`src/rtl/subsample_mixer_pkg.sv`:
```
// Shared definitions for the subsample mixer: register map, config struct, shift clamp helper.
package subsample_mixer_pkg;

  localparam logic [15:0] MIXER_REG_CONTROL = 16'hF000;
  localparam logic [15:0] MIXER_REG_SHIFT   = 16'hF001;
  localparam logic [15:0] MIXER_REG_MUTE_LO = 16'hF002;
  localparam logic [15:0] MIXER_REG_MUTE_HI = 16'hF003;

  localparam int unsigned CTRL_ENABLE_BIT = 0;
  localparam int unsigned CTRL_CLEAR_BIT  = 1;

  typedef struct packed {
    logic        Enable;
    logic [4:0]  Shift;
    logic [31:0] MuteMask;
  } MixerConfig_t;

  function automatic logic [4:0] clamp_shift(input logic [4:0] value,
                                             input int unsigned max_shift);
    if (32'(value) > max_shift) return 5'(max_shift);
    return value;
  endfunction

endpackage

```
`src/rtl/sample_fifo.sv`:
```
// First-word-fall-through sample queue; data_o holds the last popped word while empty.
module sample_fifo #(
  parameter int unsigned Width = 16,
  parameter int unsigned Depth = 4
) (
  input  logic             clk_i,
  input  logic             rst_ni,
  input  logic             push_i,
  input  logic [Width-1:0] data_i,
  input  logic             pop_i,
  output logic [Width-1:0] data_o,
  output logic             full_o,
  output logic             empty_o
);

  localparam int unsigned PtrW = $clog2(Depth);

  logic [Width-1:0] mem_q [Depth];
  logic [PtrW-1:0]  wr_ptr_q, wr_ptr_d;
  logic [PtrW-1:0]  rd_ptr_q, rd_ptr_d;
  logic [PtrW:0]    count_q, count_d;
  logic [Width-1:0] last_q, last_d;
  logic             push_ok, pop_ok;

  assign full_o  = (count_q == (PtrW+1)'(Depth));
  assign empty_o = (count_q == '0);

  assign pop_ok  = pop_i & ~empty_o;
  // A push into a full queue still succeeds when a pop frees a slot in the same cycle.
  assign push_ok = push_i & (~full_o | pop_ok);

  assign data_o = empty_o ? last_q : mem_q[rd_ptr_q];

  always_comb begin
    wr_ptr_d = wr_ptr_q;
    rd_ptr_d = rd_ptr_q;
    count_d  = count_q;
    last_d   = last_q;
    if (push_ok) wr_ptr_d = wr_ptr_q + PtrW'(1);
    if (pop_ok) begin
      rd_ptr_d = rd_ptr_q + PtrW'(1);
      last_d   = mem_q[rd_ptr_q];
    end
    case ({push_ok, pop_ok})
      2'b10:   count_d = count_q + (PtrW+1)'(1);
      2'b01:   count_d = count_q - (PtrW+1)'(1);
      default: count_d = count_q;
    endcase
  end

  always_ff @(posedge clk_i or negedge rst_ni) begin
    if (!rst_ni) begin
      wr_ptr_q <= '0;
      rd_ptr_q <= '0;
      count_q  <= '0;
      last_q   <= '0;
    end else begin
      wr_ptr_q <= wr_ptr_d;
      rd_ptr_q <= rd_ptr_d;
      count_q  <= count_d;
      last_q   <= last_d;
    end
  end

  always_ff @(posedge clk_i) begin
    if (push_ok) mem_q[wr_ptr_q] <= data_i;
  end

endmodule

```
`src/rtl/subsample_mixer.sv`:
```
// Per-voice subsample accumulator with mute, programmable shift and output FIFO.
// Optional output saturation with sticky o_Clipped: define OCTANE_MIXER_SATURATION_EN.
module subsample_mixer
  import subsample_mixer_pkg::*;
#(
  parameter int unsigned SUBSAMPLE_WIDTH = 16,
  parameter int unsigned NUM_VOICES      = 16,
  parameter int unsigned SAMPLE_WIDTH    = 16,
  parameter int unsigned FIFO_DEPTH      = 4
) (
  input  logic                       i_Clock,
  input  logic                       i_Reset_n,
  input  logic [SUBSAMPLE_WIDTH-1:0] i_Subsample,
  input  logic                       i_SubsampleValid,
  input  logic [4:0]                 i_SubsampleVoice,
  input  logic                       i_FrameEnd,
  input  logic [15:0]                i_RegisterNumber,
  input  logic [15:0]                i_RegisterValue,
  input  logic                       i_RegisterWriteEnable,
  output logic [SAMPLE_WIDTH-1:0]    o_Sample,
  output logic                       o_SampleValid,
  input  logic                       i_SampleReady,
  output logic                       o_FrameDropped,
  output logic                       o_Clipped
);

  localparam int unsigned VoiceBits = (NUM_VOICES > 1) ? $clog2(NUM_VOICES) : 0;
  localparam int unsigned ACC_WIDTH = SUBSAMPLE_WIDTH + VoiceBits;
  localparam int unsigned MAX_SHIFT = ACC_WIDTH - 1;

  MixerConfig_t cfg_q, cfg_d;
  logic         clear_sticky;

  logic signed [ACC_WIDTH-1:0] acc_q, acc_d;
  logic signed [ACC_WIDTH-1:0] term, acc_sum;
  logic signed [ACC_WIDTH-1:0] frame_sum_q, frame_sum_d;
  logic [4:0]                  frame_shift_q, frame_shift_d;
  logic                        frame_vld_q, frame_vld_d;
  logic                        voice_in_range, take, frame_end;

  logic [SAMPLE_WIDTH-1:0] sample;
  logic                    fifo_full, fifo_empty, fifo_pop;
  logic                    dropped_q, dropped_d;

  // Register bus decode
  always_comb begin
    cfg_d        = cfg_q;
    clear_sticky = 1'b0;
    if (i_RegisterWriteEnable) begin
      case (i_RegisterNumber)
        MIXER_REG_CONTROL: begin
          cfg_d.Enable = i_RegisterValue[CTRL_ENABLE_BIT];
          clear_sticky = i_RegisterValue[CTRL_CLEAR_BIT];
        end
        MIXER_REG_SHIFT:   cfg_d.Shift = clamp_shift(i_RegisterValue[4:0], MAX_SHIFT);
        MIXER_REG_MUTE_LO: cfg_d.MuteMask[15:0] = i_RegisterValue;
        MIXER_REG_MUTE_HI: cfg_d.MuteMask[31:16] = i_RegisterValue;
        default: ;
      endcase
    end
  end

  assign voice_in_range = (32'(i_SubsampleVoice) < NUM_VOICES);
  assign take = i_SubsampleValid & cfg_q.Enable & voice_in_range
              & ~cfg_q.MuteMask[i_SubsampleVoice];
  assign term      = take ? ACC_WIDTH'($signed(i_Subsample)) : '0;
  assign acc_sum   = acc_q + term;
  assign frame_end = i_SubsampleValid & i_FrameEnd & cfg_q.Enable;

  // Stage 1: accumulate; on frame end capture the sum and the shift in force this cycle.
  always_comb begin
    acc_d         = acc_q;
    frame_vld_d   = 1'b0;
    frame_sum_d   = frame_sum_q;
    frame_shift_d = frame_shift_q;
    if (!cfg_q.Enable) begin
      acc_d = '0;
    end else if (frame_end) begin
      acc_d         = '0;
      frame_vld_d   = 1'b1;
      frame_sum_d   = acc_sum;
      frame_shift_d = cfg_q.Shift;
    end else if (i_SubsampleValid) begin
      acc_d = acc_sum;
    end
  end

  // Stage 2: scale and narrow, feeding the FIFO push.
`ifdef OCTANE_MIXER_SATURATION_EN
  localparam int unsigned ExtW = (ACC_WIDTH > SAMPLE_WIDTH) ? ACC_WIDTH : SAMPLE_WIDTH;
  localparam logic signed [ExtW-1:0] SatMax = ExtW'({1'b0, {(SAMPLE_WIDTH-1){1'b1}}});
  localparam logic signed [ExtW-1:0] SatMin = ~SatMax;

  logic signed [ExtW-1:0] shifted_ext;
  logic                   clip_hi, clip_lo;
  logic                   clipped_q, clipped_d;

  assign shifted_ext = ExtW'(frame_sum_q >>> frame_shift_q);
  assign clip_hi     = (shifted_ext > SatMax);
  assign clip_lo     = (shifted_ext < SatMin);

  always_comb begin
    sample = shifted_ext[SAMPLE_WIDTH-1:0];
    if (clip_hi) sample = SatMax[SAMPLE_WIDTH-1:0];
    else if (clip_lo) sample = SatMin[SAMPLE_WIDTH-1:0];
    clipped_d = (frame_vld_q & (clip_hi | clip_lo)) | (clipped_q & ~clear_sticky);
  end

  always_ff @(posedge i_Clock or negedge i_Reset_n) begin
    if (!i_Reset_n) clipped_q <= 1'b0;
    else            clipped_q <= clipped_d;
  end

  assign o_Clipped = clipped_q;
`else
  assign sample    = SAMPLE_WIDTH'(frame_sum_q >>> frame_shift_q);
  assign o_Clipped = 1'b0;
`endif

  assign fifo_pop = ~fifo_empty & i_SampleReady;

  // Set wins over a same-cycle clear.
  assign dropped_d = (frame_vld_q & fifo_full & ~fifo_pop) | (dropped_q & ~clear_sticky);

  always_ff @(posedge i_Clock or negedge i_Reset_n) begin
    if (!i_Reset_n) begin
      cfg_q.Enable   <= 1'b1;
      cfg_q.Shift    <= 5'(VoiceBits);
      cfg_q.MuteMask <= '0;
      acc_q          <= '0;
      frame_sum_q    <= '0;
      frame_shift_q  <= '0;
      frame_vld_q    <= 1'b0;
      dropped_q      <= 1'b0;
    end else begin
      cfg_q          <= cfg_d;
      acc_q          <= acc_d;
      frame_sum_q    <= frame_sum_d;
      frame_shift_q  <= frame_shift_d;
      frame_vld_q    <= frame_vld_d;
      dropped_q      <= dropped_d;
    end
  end

  sample_fifo #(
    .Width (SAMPLE_WIDTH),
    .Depth (FIFO_DEPTH)
  ) u_fifo (
    .clk_i   (i_Clock),
    .rst_ni  (i_Reset_n),
    .push_i  (frame_vld_q),
    .data_i  (sample),
    .pop_i   (fifo_pop),
    .data_o  (o_Sample),
    .full_o  (fifo_full),
    .empty_o (fifo_empty)
  );

  assign o_SampleValid  = ~fifo_empty;
  assign o_FrameDropped = dropped_q;

endmodule

```
`config.mk`:
```
export PLATFORM = sky130hd
export DESIGN_NAME = subsample_mixer
export DESIGN_NICKNAME = d
export VERILOG_FILES = /design/src/rtl/subsample_mixer_pkg.sv /design/src/rtl/sample_fifo.sv /design/src/rtl/subsample_mixer.sv
export SDC_FILE = /design/constraint.sdc
export NUM_CORES = 1
export LEC_CHECK = 0
export CAP_MARGIN = 20
export CORE_ASPECT_RATIO = 0.6
export CORE_MARGIN = 5
export CORE_UTILIZATION = 55
export DETAILED_ROUTE_END_ITERATION = 16
export PLACE_DENSITY = 0.73
export RECOVER_POWER = 50
export SLEW_MARGIN = 10
export SYNTH_ARGS = -nofsm -noshare
export SYNTH_HDL_FRONTEND = slang
export SYNTH_SLANG_ARGS = --single-unit
export TNS_END_PERCENT = 50
```
`constraint.sdc`:
```
create_clock -name i_Clock -period 5.8 [get_ports i_Clock]
set_clock_uncertainty 0.15 [all_clocks]
set_input_delay 1.74 -clock i_Clock [delete_from_list [all_inputs] [get_ports i_Clock]]
set_output_delay 1.74 -clock i_Clock [all_outputs]
set_load 0.005 [all_outputs]
```
==> metrics.txt, run 1 <==
total gr overflow=0; post-synthesis async set-or-reset flop share=about 59%; leakage dissipation=4.48 nW; final core area utilization=68.9%; first-pass detailed-route iteration total=5; unrepaired setup endpoints after global routing=false; vias after detailed routing=between 5000 and 6000; CTS Root Buffer Type=clkbuf_16; Achievable Freq=183 MHz; Post-synth EDFFs=64; Post-Synthesis Cells=approximately 650; pin count of the biggest net entering global routing=49; IO Count=78; post-synth top area share=27.7%; VDD IR max=183 uV; Clock Tree Buf Depth=2; initial antenna violation count=0; Clock transition at path regs=about 60 ps; first-pass GRT wire length=between 20000 and 30000 um; global placer's final weighted congestion=0.905; Synth Warn #=0; crit-path max FO=4; hold slack=343 ps; DP Worst Slack=-545 ps; WL per Instance=18.0 um; setup TNS=0 ps; Yosys cell types=57; post-synthesis adder-cell area fraction=4.19%; post-synthesis mux area share=20.6%; TritonCTS clock tree=yes; syn_nets=around 740; Worst-Margin Slew=2610 ps; PD cells=285 nW/um^2; Synth area leaders=dfrtp_1, edfxtp_1, mux2_2; DR iter-0 viols=375; GRT Overall Usage=20.8%; CTS Buf Count=17; Die H=~100 um; Pins Over Slew Limit=49; Final Cycle Share=94.0%; final-report hold violation count=0; #FFs+latches synth=about 160; count of clock tree sinks=about 160; Final setup viols=0; HPWL after DPL=12800 um; Crit path arrival time=5610 ps; Synth Area in XOR/XNOR=2.75%; relative slew slack=-74.1%; largest area contributor in the netlist=dfrtp_1; CP Launch Type=input port; worst path required time=5960 ps; Die W=approximately 170 um; # DRC=0; share of cells above drive strength 1=22.8%; core area=14500 um^2; mapped cell area=8130 um^2; fin worst setup slack=348 ps; failing checks=max-capacitance violations, max-slew violations; row count=34; H-tree depth=4; CP Class=in2reg; main flop type after synthesis=dfrtp_1; Fillers=1023; Synth Area in Compound Gates=8.80%; clk_lat worst skew=430 ps; vias in the first global route=5730; Total Wirelength=17700 um; max_cap viols=1; Seq/Total Area, Yosys=between 50% and 60%; Final min period=5450 ps; area grow syn2layout=22.9%; simple-gate share of the synthesized area=9.03%; die area=around 17000 um^2; average cell area after synthesis=about 12 um^2; post-route ant nets=0; port bufs=76; Worst Hold Class=reg2reg; Ant. Diodes=0; status=complete, but fails checks; largest family of logic cells by synthesized area=multiplexers; Post-layout nets=about 850; Starting Density=56.1%; CP Capture Type=flop; Avg Vias per Cell=around 5.7
worst max-delay path: stages:
cell,delay [ps]
clkdlybuf4s50_1,550
mux4_1,300
mux4_2,510
nor3_4,200
buf_4,170
and2_2,140
ha_1,250
o21ai_0,230
o21ai_0,210
a31oi_2,280
o21ai_0,220
a21oi_1,280
xnor3_1,250
mux2_4,260
report_power, final:
part           total [mW]  switching (mW)  internal [mW]
combinational       0.431           0.151          0.280
sequential           1.29          0.0819           1.21
clock                1.13           0.510          0.620
layer usage:
layer | GRT usage (%) | vias up | wire (um)
li1 | - | 2635 | -
met1 | 31.1 | 2798 | 8470
met2 | 31.4 | 179 | 7930
met3 | 4.75 | 16 | 1110
met4 | 4.44 | 0 | 161
met5 | 0 | - | 0
cells in the mapped netlist, types with 3 or more instances:
library cell,number
dfrtp_1,90
mux2_2,71
edfxtp_1,64
nand2_1,62
o21ai_0,38
a21oi_1,30
mux2i_1,28
nor2_1,28
clkbuf_1,26
ha_1,24
and2_1,21
mux4_2,21
inv_1,18
a22o_1,15
xnor2_1,15
a31oi_1,8
xor2_1,8
nand3_1,6
nor3_1,6
nor2b_1,5
buf_1,4
clkinv_1,4
mux4_1,4
a21o_1,3
and3_1,3
nor4b_1,3
o21a_1,3
o22ai_1,3
or3_1,3
final cells by class:
type,count,area [um^2],share of cell area [%]
tap,198,248,2.48
clock inverter,14,170,1.70
inverter,22,82.6,0.827
clock buffer,18,429,4.30
sequential,156,4230,42.3
multi-input combinational,443,3700,37.0
timing repair buffer,128,1140,11.4
cell usage in the layout, fill, tap and decap left out, drive strengths merged, types with 23 or more instances in the layout:
master | Yosys | layout
edfxtp | 64 | 64
ha | 24 | 24
nand2 | 62 | 62
inv | 18 | 28
nor2 | 28 | 28
buf | 6 | 49
and2 | 23 | 23
mux4 | 25 | 25
mux2 | 72 | 72
a21oi | 30 | 30
o21ai | 38 | 38
clkdlybuf4s50 | 0 | 72
mux2i | 28 | 28
dfrtp | 90 | 90
state kept, by name, indices dropped and copies added, names as in the netlist, 3 cells and up:
signal          cells
u_fifo.count_q      3
u_fifo.mem_q       64
cfg_q              22
acc_q              20
frame_shift_q       5
u_fifo.last_q      16
frame_sum_q        20
stage by stage:
stage	instance area (um^2)	std cells	power [mW]
final	9990	979	2.85
after detailed placement	9370	943	1.75
after CTS	9990	978	2.87
after global routing	9990	979	2.97
after floorplan	8130	653	1.54
after global placement	9370	943	1.73
repair_timing:
item,CTS,global route
setup buffers,3,1
endpoints found under the setup margin,1,10
pin swaps,1,1
gates resized for setup,0,2
hold buffers,0,0
worst paths after layout:
| path | start | endpoint | slack, ps | cells after the start |
|---|---|---|---|---|
| max | i_SubsampleVoice[3] | frame_sum_q[19] | 350 | 14 |
| min | acc_q[12] | acc_q[12] | 340 | 2 |
| max reg2reg | cfg_q[7] | frame_sum_q[19] | 1610 | 13 |
| min reg2reg | acc_q[12] | acc_q[12] | 340 | 2 |
| max in group asynchronous | i_Reset_n | u_fifo.last_q[1] | 1260 | 2 |
| min in group asynchronous | i_Reset_n | cfg_q[7] | 1960 | 1 |
kinds of logic (layout without fill, tap and decap cells):
kind of cell | Yosys count | in the layout
muxes | 125 | 125
xor gates and xnor gates | 24 | 24
other | 1 | 1
buffers and inverters | 54 | 182
DFF | 156 | 156
adders and majority gates | 26 | 26
and+or+nand+nor | 151 | 151
AOI/OAI and AO/OA | 116 | 116
Power figures use the tool's default switching activity.
==> inputs of run 2 (changes only) <==
- clock period: 5.8 -> 5.5 ns (I/O delays scaled with it)
==> run 2 against run 1 <==
Against the previous run:
- the flow still finishes with violations (max-capacitance violations, max-slew violations)
- sequential cell count is the same
- setup slack worse by 5.4 ps
- routed wire length fell by 0.76%
- sequential power rose by 4%
- critical path depth is 1 higher
- combinational power up 9.0%
- global-route usage grew 0.22 points
- via count fell by 0.44%
- count of clock-buffer cells in the layout fell by 1
- die area is the same
- cell count is 0.51% higher
- largest power group unchanged
==> metrics.txt, run 2 (synthesized netlist as in run 1, its figures left out) <==
commonest non-fill, non-tap cell in the layout=dfrtp_1; CP Launch Type=input port; row count=34 (unchanged); leakage dissipation=4.50 nW (+0.42%); commonest cells after routing, fill and taps aside=dfrtp_1, clkdlybuf4s50_1, mux2_2, edfxtp_1, nand2_1; Final Cycle Share=between 90% and 100%; Worst-Margin Slew=3340 ps (+730 ps); worst path required time=5600 ps (-360 ps); vias after detailed routing=5603 (-0.44%); Worst Hold Class=reg2reg; crit-path max FO=8 (+4); pin count of the biggest net entering global routing=61 (+24%); dpl cells=950 (+0.74%); H-tree depth=4 (unchanged); port bufs=76 (unchanged); Avg Vias per Cell=5.69 (-0.95%); failing checks=max-capacitance violations, max-slew violations; count of clock tree sinks=156 (unchanged); CP Class=in2reg; CTS Root Buffer Type=clkbuf_16; TritonCTS clock tree=yes; PD cells=295 nW/um^2 (+3.4%); Multi-input gate area=3700 um^2 (+0.14%); Clock Tree Buf Depth=2 (unchanged); Pins Over Slew Limit=61 (+24%); Clock transition at path regs=70 ps (about the same); CP Capture Type=flop; HPWL after DPL=13000 um (+1.7%); register area=4230 um^2 (unchanged); clk_lat worst skew=420 ps (about the same); share of cells above drive strength 1=23.5% (+0.75 points); fin worst setup slack=343 ps (-5.41 ps); post-route cell area=10000 um^2 (+0.34%); DP Worst Slack=-694 ps (-149 ps); relative slew slack=-123% (-49 points); Top reg by flops=u_fifo.mem_q; top flop regs=u_fifo.mem_q (64), cfg_q (22); Achievable Freq=194 MHz; core area=14500 um^2 (unchanged); max reg flops=64 (unchanged); die area=17400 um^2 (unchanged); Total Wirelength=17500 um (-0.76%); global placer's final weighted congestion=0.899 (-0.71%); Ant. Diodes=0 (unchanged); area grow syn2layout=23.3%; Power, Total=2.96 mW (+3.8%); setup TNS=0 ps (unchanged); first-pass detailed-route iteration total=5 (unchanged); # DRC=0 (unchanged); initial antenna violation count=0 (unchanged); Die H=104 um (unchanged); Post-layout nets=858 (+0.59%); IO Count=78 (unchanged); final cell count without fillers=984 (+0.51%); Die W=167 um (unchanged); CTS Buf Count=17 (unchanged); DR iter-0 viols=345 (-8.0%); Final setup viols=0 (unchanged); first-pass GRT wire length=29600 um (+0.75%); status=complete, but fails checks; unrepaired setup endpoints after global routing=false; Crit path arrival time=5250 ps (-360 ps); hold slack=339 ps (-4.43 ps); Final min period=just over 5000 ps; total gr overflow=0 (unchanged); post-route ant nets=0 (unchanged); WL per Instance=17.8 um (-1.3%); GRT Overall Usage=21.1% (+0.22 points); final core area utilization=69.1% (+0.23 points); final-report hold violation count=0 (unchanged); vias in the first global route=5831 (+1.8%); Starting Density=56.1% (unchanged); Cell Area, Placed=9420 um^2 (+0.60%); Fillers=1035 (+1.2%); max_cap viols=1 (unchanged); VDD IR max=211 uV (+15%)
[run 2: changes by cell type in the layout (fill, tap and decap cells not counted), moves of 3 or more]
cell and delta:
o21ai_0 -3, buf_4 +6, o21ai_1 +3, inv_8 -3
inv_6 -3, clkinv_4 +5
[run 2: repair_timing]
item / in CTS / in global routing
pin swaps: 1 / 0
setup buffers: 2 / 0
endpoints found under the hold margin: 0 / 0
resized for setup: 1 / 5
hold buffers: 0 / 0
setup endpoints to repair: 15 / 16
[run 2: layout make-up]
cell class / instances / share of cell area (%)
clock buffer: 17 / 4.24
clock inverter: 15 / 1.62
inverter: 22 / 0.824
multi-input combinational: 443 / 36.9
sequential: 156 / 42.2
tap: 198 / 2.47
timing repair buffer: 133 / 11.7
[run 2: where the power goes]
group | switching (mW) | leakage (nW) | internal, mW
Sequential | 0.0656 | 1.95 | 1.27
Combinational | 0.180 | 2.27 | 0.290
Clock | 0.508 | 0.285 | 0.640
[run 2: layer usage]
layer / vias to the layer above / GRT usage [%] / wire length (um)
met1: 2760 / 30.3 / 8290
met2: 182 / 32.8 / 8010
met3: 19 / 4.52 / 1020
li1: 2642 / - / -
met4: 0 / 5.37 / 212
met5: - / 0 / 0
[run 2: final timing paths]
check / start / endpoint / cells past startpoint / slack, ps
min: u_fifo.count_q[2] / u_fifo.count_q[2] / 1 / 340
max in group asynchronous: i_Reset_n / u_fifo.last_q[1] / 1 / 1120
min reg2reg: u_fifo.count_q[2] / u_fifo.count_q[2] / 1 / 340
max reg2reg: cfg_q[4] / frame_sum_q[17] / 14 / 1540
min in group asynchronous: i_Reset_n / cfg_q[5] / 1 / 2190
max: i_SubsampleVoice[3] / frame_sum_q[17] / 15 / 340
[run 2: worst max-delay path: stages]
cell,delay [ps]
clkdlybuf4s50_1,550
mux4_1,300
mux4_2,500
nor3_4,130
buf_4,170
and2_1,140
ha_1,240
and2_1,190
a221o_1,340
a31oi_2,180
buf_4,170
o221ai_1,120
a21oi_1,250
xor2_1,200
o21ai_0,100
==> inputs of run 3 (changes only) <==
- CELL_PAD_IN_SITES_DETAIL_PLACEMENT: default -> 0
- CELL_PAD_IN_SITES_GLOBAL_PLACEMENT: default -> 2
- CORE_UTILIZATION: 55 -> 39
- PLACE_DENSITY: 0.73 -> 0.75
- SKIP_CTS_REPAIR_TIMING: default -> 1
==> run 3 against run 2 <==
Against the previous run:
- the run still ends with max-capacitance violations, max-slew violations left
- design area increased by 0.75%
- register-to-register slack got worse by 160 ps
- global-route usage decreased by 4.7 points
- combinational power about the same
- core utilization decreased by 19 points
- setup slack got worse by 110 ps
- worst hold slack got worse by 2.0 ps
- maximum frequency decreased by 2.1%
- sequential power about the same
- via count decreased by 2.4%
- first-iteration DRC count unchanged
- die area increased by 38%
- critical endpoint is now frame_sum_q[19]
- highest routed layer unchanged
==> metrics.txt, run 3 (synthesized netlist as in run 1, its figures left out) <==
H-tree depth=4 (unchanged); hold slack=337 ps (-1.99 ps); unrepaired setup endpoints after global routing=false; max reg flops=64 (unchanged); Clock transition at path regs=70 ps (about the same); VDD IR max=222 uV (+5.6%); core area=20300 um^2 (+40%); clk_lat worst skew=420 ps (about the same); CP Capture Type=flop; PD cells=292 nW/um^2 (-0.90%); post-route ant nets=0 (unchanged); setup TNS=0 ps (unchanged); commonest cells after routing, fill and taps aside=dfrtp_1, clkdlybuf4s50_1, mux2_2, edfxtp_1, nand2_1; Crit path arrival time=5410 ps (+160 ps); TritonCTS clock tree=yes; Die H=122 um (+17%); switching share of total power=24.4% (-1.1 points); row count=40 (+18%); CTS Root Buffer Type=clkbuf_16; Net Switching=0.720 mW (-4.5%); final cell count without fillers=1055 (+7.2%); Total Wirelength=18600 um (+6.2%); failing checks=max-capacitance violations, max-slew violations; Worst-Margin Slew=1840 ps (-1500 ps); post-route cell area=10100 um^2 (+0.75%); Power, Total=2.95 mW (-0.16%); DR iter-0 viols=345 (unchanged); internal power=2.23 mW (+1.3%); dpl cells=1023 (+7.7%); max_cap viols=1 (unchanged); share of cells above drive strength 1=22.9% (-0.65 points); CP Class=in2reg; HPWL after DPL=14200 um (+9.3%); leakage dissipation=4.48 nW (-0.43%); Pins Over Slew Limit=73 (+20%); # DRC=0 (unchanged); Final min period=5270 ps (+110 ps); first-pass detailed-route iteration total=4 (-1); sequential power share=45.3% (about the same); global placer's final weighted congestion=0.817 (-9.1%); Worst Hold Class=reg2reg; Final setup viols=0 (unchanged); WL per Instance=17.6 um (-0.96%); CTS Buf Count=17 (unchanged); Final Cycle Share=95.8% (+2.0 points); top flop regs=u_fifo.mem_q (64), cfg_q (22); Top reg by flops=u_fifo.mem_q; vias after detailed routing=5471 (-2.4%); GRT Overall Usage=16.3% (-4.7 points); Logic pwr share=16.0% (about the same); die area=23900 um^2 (+38%); Avg Vias per Cell=5.19 (-8.9%); status=complete, but fails checks; Post-layout nets=854 (-0.47%); clock share of power=38.8% (about the same); initial antenna violation count=0 (unchanged); Achievable Freq=190 MHz (-2.1%); CP Launch Type=input port; Cell Area, Placed=9530 um^2 (+1.1%); commonest non-fill, non-tap cell in the layout=dfrtp_1; first-pass GRT wire length=30800 um (+4.0%); area grow syn2layout=24.2%; worst path required time=5650 ps (+50 ps); crit-path max FO=11 (+3); port bufs=76 (unchanged); pin count of the biggest net entering global routing=73 (+20%); vias in the first global route=5774 (-0.98%); Die W=196 um (+18%); relative slew slack=-22.7% (+100 points); Clock Tree Buf Depth=2 (unchanged); count of clock tree sinks=156 (unchanged); final-report hold violation count=0 (unchanged); IO Count=78 (unchanged); Ant. Diodes=0 (unchanged); Starting Density=40.1% (-16 points); total gr overflow=0 (unchanged)
-- run 3: cell count changes in the layout (fill, tap and decap cells not counted), moves of 2 or more --
| cell | previous run | this run |
|---|---|---|
| buf_4 | 55 | 48 |
| clkinv_4 | 5 | 2 |
| and2_1 | 19 | 21 |
| buf_12 | 0 | 2 |
| clkinv_8 | 2 | 0 |
| clkinvlp_4 | 1 | 3 |
| inv_8 | 2 | 0 |
-- run 3: routing by layer --
layer | vias to the layer above | track usage, % | wire, um
li1 | 2637 | - | -
met1 | 2729 | 24.7 | 9960
met2 | 99 | 23.0 | 7760
met3 | 6 | 4.89 | 788
met4 | 0 | 3.79 | 96
met5 | - | 0 | 0
-- run 3: worst max-delay path, stage by stage --
cell            delay (ps)
dlymetal6s2s_1         210
mux4_1                 580
mux4_2                 510
nor3_4                 210
buf_12                 140
nand2_1                 70
inv_1                   60
ha_1                   240
a211oi_1               310
o21ai_1                200
a31oi_2                280
o21ai_1                190
a21oi_2                270
xnor3_1                240
mux2_4                 260
-- run 3: worst paths after layout --
| path | from | end | slack [ps] | cells past startpoint |
|---|---|---|---|---|
| max | i_SubsampleVoice[1] | frame_sum_q[19] | 230 | 15 |
| min | frame_sum_q[1] | frame_sum_q[1] | 340 | 2 |
| max reg2reg | cfg_q[7] | frame_sum_q[19] | 1380 | 14 |
| min reg2reg | frame_sum_q[1] | frame_sum_q[1] | 340 | 2 |
| max in group asynchronous | i_Reset_n | frame_sum_q[17] | 1780 | 2 |
| min in group asynchronous | i_Reset_n | acc_q[13] | 1560 | 1 |
-- run 3: metrics by stage --
| stage | setup WS, ps | utilization (%) |
|---|---|---|
| after detailed placement | -808 | 47.0 |
| after global routing | 10.4 | 49.8 |
| final | 233 | 49.8 |
| after global placement | -642 | 47.0 |
| after CTS | -349 | 49.8 |
| after floorplan | 52.4 | - |
-- run 3: power groups by stage --
stage / registers (mW) / clock network [mW] / logic (mW)
6_report: 1.34 / 1.14 / 0.472
5_1_grt: 1.35 / 1.23 / 0.515
4_1_cts: 1.34 / 1.17 / 0.484
3_5_place_dp: 1.36 / 0 / 0.481
3_3_place_gp: 1.35 / 0 / 0.469
2_1_floorplan: 1.32 / 0 / 0.301
-- run 3: area by class of cell --
type	count	area, um^2
fill	1772	10200
sequential	156	4230
multi-input combinational	443	3700
timing repair buffer	129	1170
clock buffer	18	429
tap	273	342
clock inverter	14	144
inverter	22	82.6
